[src/rtl/seq_multiplier_4bit.sv]
// Sequential unsigned shift-add multiplier.
// Takes one operand pair per accepted start, adds one partial product per
// clock over WIDTH iterations, then shows the result with a one-cycle done
// strobe. The product register holds the last result between completions.
//
// Handshake: start is sampled on each rising edge. It is accepted only in
// IDLE or DONE, and acceptance latches both operands. In CALC, start is
// ignored: it is neither queued nor allowed to disturb the latched operands.
// busy is high in CALC. done is high for the single DONE cycle. busy and
// done are never high together.
module seq_multiplier_4bit #(
    parameter int WIDTH = 4
) (
    input  logic                 clk,
    input  logic                 rst_n,
    input  logic                 start,
    input  logic [WIDTH-1:0]     multiplicand,
    input  logic [WIDTH-1:0]     multiplier,
    output logic [2*WIDTH-1:0]   product,
    output logic                 busy,
    output logic                 done,
    output logic [1:0]           state_o
);

    localparam int PW = 2 * WIDTH;
    localparam int CW = (WIDTH > 1) ? $clog2(WIDTH) : 1;

    typedef enum logic [1:0] {
        IDLE = 2'd0,
        CALC = 2'd1,
        DONE = 2'd2
    } state_t;

    state_t          state_q, state_d;
    logic [PW-1:0]   mcand_q, mcand_d;     // multiplicand, zero-extended
    logic [WIDTH-1:0] mplier_q, mplier_d;  // multiplier, shifted right per step
    logic [PW-1:0]   acc_q, acc_d;
    logic [CW-1:0]   cnt_q, cnt_d;
    logic [PW-1:0]   product_q, product_d;

    logic [PW-1:0]   addend;
    logic [PW-1:0]   acc_sum;
    logic            last_iter;
    logic            accept;

    // Partial product for this iteration and the running sum it produces.
    // The sum cannot overflow because (2^WIDTH-1)^2 fits in PW bits.
    always_comb begin
        addend    = mplier_q[0] ? (mcand_q << cnt_q) : '0;
        acc_sum   = acc_q + addend;
        last_iter = (cnt_q == CW'(WIDTH - 1));
    end

    // A new request is taken only when no iteration is in flight.
    always_comb begin
        accept = start && ((state_q == IDLE) || (state_q == DONE));
    end

    // Next state and datapath. Every iteration runs, even for zero operands.
    always_comb begin
        state_d   = state_q;
        mcand_d   = mcand_q;
        mplier_d  = mplier_q;
        acc_d     = acc_q;
        cnt_d     = cnt_q;
        product_d = product_q;

        case (state_q)
            IDLE: begin
                if (accept) begin
                    state_d = CALC;
                end
            end
            CALC: begin
                acc_d    = acc_sum;
                mplier_d = mplier_q >> 1;
                cnt_d    = cnt_q + CW'(1);
                if (last_iter) begin
                    product_d = acc_sum;
                    state_d   = DONE;
                end
            end
            DONE: begin
                state_d = accept ? CALC : IDLE;
            end
            default: begin
                state_d = IDLE;
            end
        endcase

        // Operand capture overrides whatever the state case chose.
        if (accept) begin
            mcand_d  = {{WIDTH{1'b0}}, multiplicand};
            mplier_d = multiplier;
            acc_d    = '0;
            cnt_d    = '0;
        end
    end

    // State and datapath registers with asynchronous clear.
    always_ff @(posedge clk or negedge rst_n) begin
        if (!rst_n) begin
            state_q   <= IDLE;
            mcand_q   <= '0;
            mplier_q  <= '0;
            acc_q     <= '0;
            cnt_q     <= '0;
            product_q <= '0;
        end else begin
            state_q   <= state_d;
            mcand_q   <= mcand_d;
            mplier_q  <= mplier_d;
            acc_q     <= acc_d;
            cnt_q     <= cnt_d;
            product_q <= product_d;
        end
    end

    // Status comes straight from the state register, so it is glitch-free.
    always_comb begin
        product = product_q;
        busy    = (state_q == CALC);
        done    = (state_q == DONE);
        state_o = state_q;
    end

endmodule
[config.mk]
export PLATFORM = sky130hd
export DESIGN_NAME = seq_multiplier_4bit
export DESIGN_NICKNAME = d
export VERILOG_FILES = /design/src/rtl/seq_multiplier_4bit.sv
export SDC_FILE = /design/constraint.sdc
export NUM_CORES = 1
export LEC_CHECK = 0
export ABC_AREA = 1
export BUFFER_PORTS_ARGS = -buffer_cell sky130_fd_sc_hd__buf_2
export CORE_ASPECT_RATIO = 0.7
export CORE_MARGIN = 2
export CORE_UTILIZATION = 60
export CTS_CLUSTER_DIAMETER = 50
export CTS_CLUSTER_SIZE = 14
export DETAILED_ROUTE_END_ITERATION = 10
export PLACE_DENSITY = 0.83
export SLEW_MARGIN = 20
export SYNTH_ARGS = -nofsm -noshare
export SYNTH_HDL_FRONTEND = slang
export SYNTH_SLANG_ARGS = --single-unit
[constraint.sdc]
create_clock -name clk -period 5.8 [get_ports clk]
set_input_delay 0.29 -clock clk [delete_from_list [all_inputs] [get_ports clk]]
set_output_delay 0.29 -clock clk [all_outputs]
set_load 0.02 [all_outputs]
=== After elaboration in Yosys (flattened, before gate mapping) ===
Index checks and enable logic that the tools add are counted.

* Flip-flop bits (word level): 28
* Input bits: 11
* Output and inout port bits: 12
* Logic and storage cells: 31

* $add $sub $neg: 2
* Eq/ne operators: 5
* Shift operators: 1
* Muxes and demuxes: 11
* Reduce and logical (&&, ||, !) cells: 6

{| class="wikitable"
|+ Operators by type and width
! operator !! count
|-
| $mux 8 || 3
|-
| $add 8x8->8 || 1
|-
| $mux 2 || 4
|-
| $mux 4 || 2
|-
| $shl 4x2->8 || 1
|-
| $pmux 2 s3 || 1
|-
| $eq 2x2->1 const B || 2
|-
| $reduce_and 2->1 || 2
|-
| $add 2x1->2 const B || 1
|-
| $eq 2x1->1 const B || 1
|-
| $logic_not 2->1 || 1
|-
| $ne 2x1->1 const B || 1
|-
| $ne 2x2->1 const B || 1
|-
| $reduce_bool 2->1 || 1
|-
| $logic_and 1x1->1 || 1
|-
| $logic_or 1x1->1 || 1
|-
| $mux 1 || 1
|}

=== Logic depth before layout (Yosys ltp) ===
* Depth in word-level cells: 5
* Depth in mapped cells: 15
* Gate-level depth less buffers: 15

=== Worst setup path before layout ===
No wires, ideal clock.

* Path type: flip-flop to flip-flop
* From: register cnt_q[0]
* To: register acc_q[6]
* Library setup time: 0.118 ns
* Data arrival time: 1.803 ns
* Required time: 5.682 ns
* Path slack: 3.880 ns
* Cell stages (with the launch flop): 16
* Path buffers: 1
* Clock period less this slack: 1.920 ns
* Cells stage by stage: dfrtp_1 buf_2 inv_1 nand2_1 nor2_1 ha_1 inv_1 fa_1 inv_1 nand2_1 nand2_1 nand3b_1 nand2_1 nand2_1 nand3_1 nand2_1

* Longest elaborated chain between the ends: 5

{| class="wikitable"
|+ RTL lines
! item !! RTL line !! source
|-
| from (decl) || 38 || <nowiki>logic [CW-1:0] cnt_q, cnt_d;</nowiki>
|-
| from (signal assigned) || 114 || <nowiki>cnt_q <= cnt_d;</nowiki>
|-
| $shl 4x2->8 || 49 || <nowiki>addend = mplier_q[0] ? (mcand_q << cnt_q) : '0;</nowiki>
|-
| $mux 8 || 49 ||
|-
| $add 8x8->8 || 50 || <nowiki>acc_sum = acc_q + addend;</nowiki>
|-
| $mux 8 || 68 || <nowiki>case (state_q)</nowiki>
|-
| $mux 8 || 92 || <nowiki>if (accept) begin</nowiki>
|-
| to (signal assigned) || 106 || <nowiki>acc_q <= '0;</nowiki>
|-
| to (signal assigned) || 113 || <nowiki>acc_q <= acc_d;</nowiki>
|-
| to (decl) || 37 || <nowiki>logic [PW-1:0] acc_q, acc_d;</nowiki>
|}

No other way between the ends. The select of a mux whose other input is x is not followed.
A chain may end at the register's enable or synchronous reset.

=== Worst setup path in the final report ===
* From: register cnt_q[0]
* To: register product_q[3] (netlist: product[3])

* Longest elaborated chain between the ends: 3
* Elaborated cells on any way between the ends: 5
* Those cells by class: 1 x add/sub; 1 x eq/ne; 1 x shift; 1 x mux; 1 x reduce/logical

{| class="wikitable"
|+ RTL lines
! item !! RTL line !! source
|-
| $shl 4x2->8 || 49 ||
|-
| $mux 8 || 49 ||
|-
| $add 8x8->8 || 50 ||
|-
| to (signal assigned) || 115 || <nowiki>product_q <= product_d;</nowiki>
|-
| to (decl) || 39 || <nowiki>logic [PW-1:0] product_q, product_d;</nowiki>
|}

Parallel ways exist; a longest one is shown, timed or not.

==> results.md <==
- The slack of the worst reg-to-reg path is 3.68 ns.
- The clock period minus final worst setup slack is 2.122 ns.
- The number of I/O port buffers is 22.
- The via count of the first global-routing pass is 1192.
- Power spread over the standard cell area amounts to 568.9 nW/um^2.
- The initial antenna violation count is 0.
- The congestion estimate from routability-driven global placement came to 0.8439.
- In this run the mean area of a mapped cell was 8.308 sq um.
- For this configuration, the core starts out at a cell density of 62.85%.
- The category of cells accounting for the largest share of critical-path delay is simple AND/OR/NAND/NOR gates.
- In this run the core area contains 15 standard-cell rows.
- The area of the core is 2459 sq um.
- The top fanout value on the critical path is 6.
- TritonCTS built the clock tree.
- 23 I/O pins were placed.
- The clock root buffer is clkbuf_8.
- Across the VDD grid, the largest voltage drop is 0.2495 mV.
- The die outline height is 46.46 microns.
- The maximum clock insertion buffer count is 2.
- After layout, the worst path uses 36.59% of the clock period.
- Measured along the x axis, the die boundary spans 64.66 microns.
- The die covers 3004 sq um.
- The slowest stage of the critical path belongs to the cell dfrtp_1.
- The sum of routed wire length over all layers is 3393 microns.
- The synthesized netlist occupies a cell area of 1545 sq um.
- The startpoint identified for the worst register-to-register timing path is cnt_q[0]$_DFFE_PN0P_.
- Counting distinct cell types in the post-synthesis netlist gives 28.
- In this run the tightest slew margin relative to its limit is 59.54%.
- The critical path data required time is 5.98 ns.
- The tool flagged a number of max-cap violations equal to 0.
- The overall fraction of global-route tracks in use is 26.32%.
- STA classifies the critical path endpoint as a register.
- In this run the static leakage power is 0.0009855 uW.
- The critical path crosses 7 cells after its start point.
- The buffers inserted during post-CTS setup optimization is 0.
- The category of the critical setup timing path is register to register.
- The total number of clock tree sinks is 28.
- The count of pins over their slew limit was 0.
- The filler cell count in the final layout is 188.
- The final worst hold slack is 0.005354 ns.
- The combinational cell fraction of total power is 50.2%.
- For this design the total switching power over the nets is 453.5 uW.
- Derived from the worst setup path, the maximum achievable clock frequency is 0.4712 GHz.
- The number of H-tree levels is 1.
- Counting cells, the worst reg-to-reg path comes to 7.
- Setup repair after global routing left no endpoint under its margin.
- The number of detailed-route iterations in the first pass is 4.
- The worst register-to-register path ends at product[3]$_DFFE_PN0P_.
- The dominant cell type by area after synthesis is dfrtp_1.
- Counting every net in the synthesized netlist gives 206.
- The wire length per cell is 13.91 microns.
- Data on the critical path arrives at its endpoint at 2.30 ns.
- The worst hold-check path type is input port to async pin.
- The quantity of hold-fixing buffers added after cts is 0.
- STA classifies the critical path startpoint as a register.
- The area added between synthesis and finish is 13.44%.
- The biggest cell delay along the critical path is 0.48 ns.
- After clock tree synthesis, the repair step resized 0 gates.
- The clock power share is 15.7%.
- In the routed layout, each cell is associated on average with a via count of 5.389.
- The number of nets in the layout is 231.
- The HPWL after detailed placement is 2496 microns.
- During synthesis, Yosys emitted a total of 0 warnings.
- Clock-pin slew was measured on the worst setup and hold paths at 0.10 ns.
- The share of the Yosys chip area taken by registers is 45.34%.
- The final clock skew is 0.008246 ns.
- The via total after detailed routing is 1315.
- The later-pin clock latency in the skew report is 0.29 ns.
- Walking the worst path, the cells encountered are mux2i_1 > o22ai_1 > ha_1 > or2_2 > a21o_1 > nand3_1 > nand2_1.
- Setup violations remaining at the end of the flow were counted as 0.
- 0 antenna diodes ended up in the layout.
- The final hold violation count came to 0.
- The first routing iteration left 71 violations.
- The actual slew at the worst max-slew pin is 0.6069 ns.
- The detail route stage leaves a number of antenna-violating nets equal to 0.
- Entering global routing, the biggest net connects 29 pins.
- For this run, design rule violations remaining after detail routing come to 0.
- The flow ran to the end, and the final reports show no timing, DRC or antenna violations.
- The number of buffers and inverters on the critical path is 0.
- The accumulated negative setup slack is 0 ns.
- The number of clock buffers added by TritonCTS is 3.
- The total overflow reported by the global router is 0.
- Of the post-synthesis cell area, the dominant cell type holds 45.34%.
- The flop and latch count out of synthesis is 28.
- In the final layout, the share of cells above drive strength 1 is 19.05%.
- Cell internal power was estimated by the tool at 543.8 uW.
- Sorting the synthesized cells by area gives the leading types as dfrtp_1 (45%), nand2_1 (15%), ha_1 (6.5%), nand3_1 (5.2%), inv_1 (5.1%).
- The post-synthesis cell count is 186.
- Sequential cells account for 34.1% of the total power.
- The first global-routing pass estimated 5637 microns of wire.
- Of the total power, the share spent switching nets is 45.47%.
==> cell usage after synthesis <==
cell / instances
buf_6: 1
or2_2: 2
nand3b_1: 2
o21ai_2: 2
nor2_4: 1
nor2_1: 9
mux2i_1: 3
inv_4: 1
inv_1: 21
a21oi_1: 2
nand2_2: 2
nor2_8: 1
xnor2_1: 1
a22o_1: 1
nand2_4: 2
dfrtp_1: 28
ha_1: 8
o22ai_1: 4
inv_2: 3
o21ai_0: 7
nand3_1: 16
fa_1: 1
buf_2: 1
nand2_1: 62
o21ai_1: 1
o211ai_1: 1
a21o_1: 2
o221ai_1: 1
==> routing by layer <==
metal	up-vias	share of wire [%]	GRT usage [%]
li1	644	-	-
met1	605	44	36.41
met2	57	47	41.46
met3	9	7.2	6.357
met4	0	1.9	8.936
met5	-	0	0
==> cell families (layout without fill, tap and decap cells) <==
logic type | count (synthesis) | count (layout) | synth area share (%)
flip-flops | 28 | 28 | 45.34
AO/OA/AOI/OAI | 21 | 21 | 8.583
XOR/XNOR | 1 | 1 | 0.5669
buffers and inverters | 27 | 51 | 7.288
multiplexers | 3 | 3 | 1.943
AND/OR/NAND/NOR | 97 | 97 | 28.50
adder cells (fa/ha/maj) | 9 | 9 | 7.774
==> per-stage QoR <==
step	worst slack (ns)	cells	cell area [sq um]	utilization (%)	total power (uW)
final	3.678	244	1753	71.30	997.3
after global placement	3.849	240	1682	68.40	801.7
after CTS	3.724	244	1753	71.30	993.0
after global routing	3.542	244	1753	71.30	1073
after detailed placement	3.767	240	1682	68.40	829.6
after floorplan	3.880	186	1545	-	700.4
==> cell usage in the layout (no fill, tap or decap) <==
cell,instances
a21o_1,2
a21oi_1,2
a22o_1,1
buf_2,22
bufinv_16,1
clkbuf_8,3
dfrtp_1,28
fa_1,1
ha_1,8
inv_1,21
inv_2,3
inv_4,1
mux2i_1,3
nand2_1,62
nand2_2,2
nand2_4,2
nand3_1,16
nand3b_1,2
nor2_1,9
nor2_4,1
nor2_8,1
o211ai_1,1
o21ai_0,7
o21ai_1,1
o21ai_2,2
o221ai_1,1
o22ai_1,4
or2_2,2
xnor2_1,1
==> layout make-up <==
class / count / area, sq um / area share (%)
inverters: 25 / 96.34 / 5.496
multi-input cells: 131 / 732.0 / 41.76
flip-flops and latches: 28 / 700.7 / 39.97
clock inverters: 1 / 30.03 / 1.713
well taps: 34 / 42.54 / 2.427
clock buffers: 3 / 41.29 / 2.355
repair buffers: 22 / 110.1 / 6.281
==> worst max-delay path by stage <==
stage	from	to	slack (ns)
after global placement	cnt_q[0]$_DFFE_PN0P_	acc_q[6]$_DFFE_PN0P_	3.85
after global routing	cnt_q[1]$_DFFE_PN0P_	acc_q[6]$_DFFE_PN0P_	3.54
after CTS	cnt_q[0]$_DFFE_PN0P_	product[3]$_DFFE_PN0P_	3.72
after floorplan	cnt_q[0]$_DFFE_PN0P_	acc_q[6]$_DFFE_PN0P_	3.88
final	cnt_q[0]$_DFFE_PN0P_	product[3]$_DFFE_PN0P_	3.68
after detailed placement	cnt_q[0]$_DFFE_PN0P_	acc_q[6]$_DFFE_PN0P_	3.77
==> state kept, by name, indices dropped and copies added, names as in the netlist <==
name,cells
state_o,2
mplier_q,4
mcand_q,4
acc_q,8
cnt_q,2
product,8
==> power by group through the flow <==
stage	logic, uW	registers [uW]	clock network (uW)
6_report	501	340	157
5_1_grt	561	348	164
4_1_cts	499	338	156
3_5_place_dp	488	342	0
3_3_place_gp	466	336	0
2_1_floorplan	342	358	0
(Power assumes the default switching activity.)
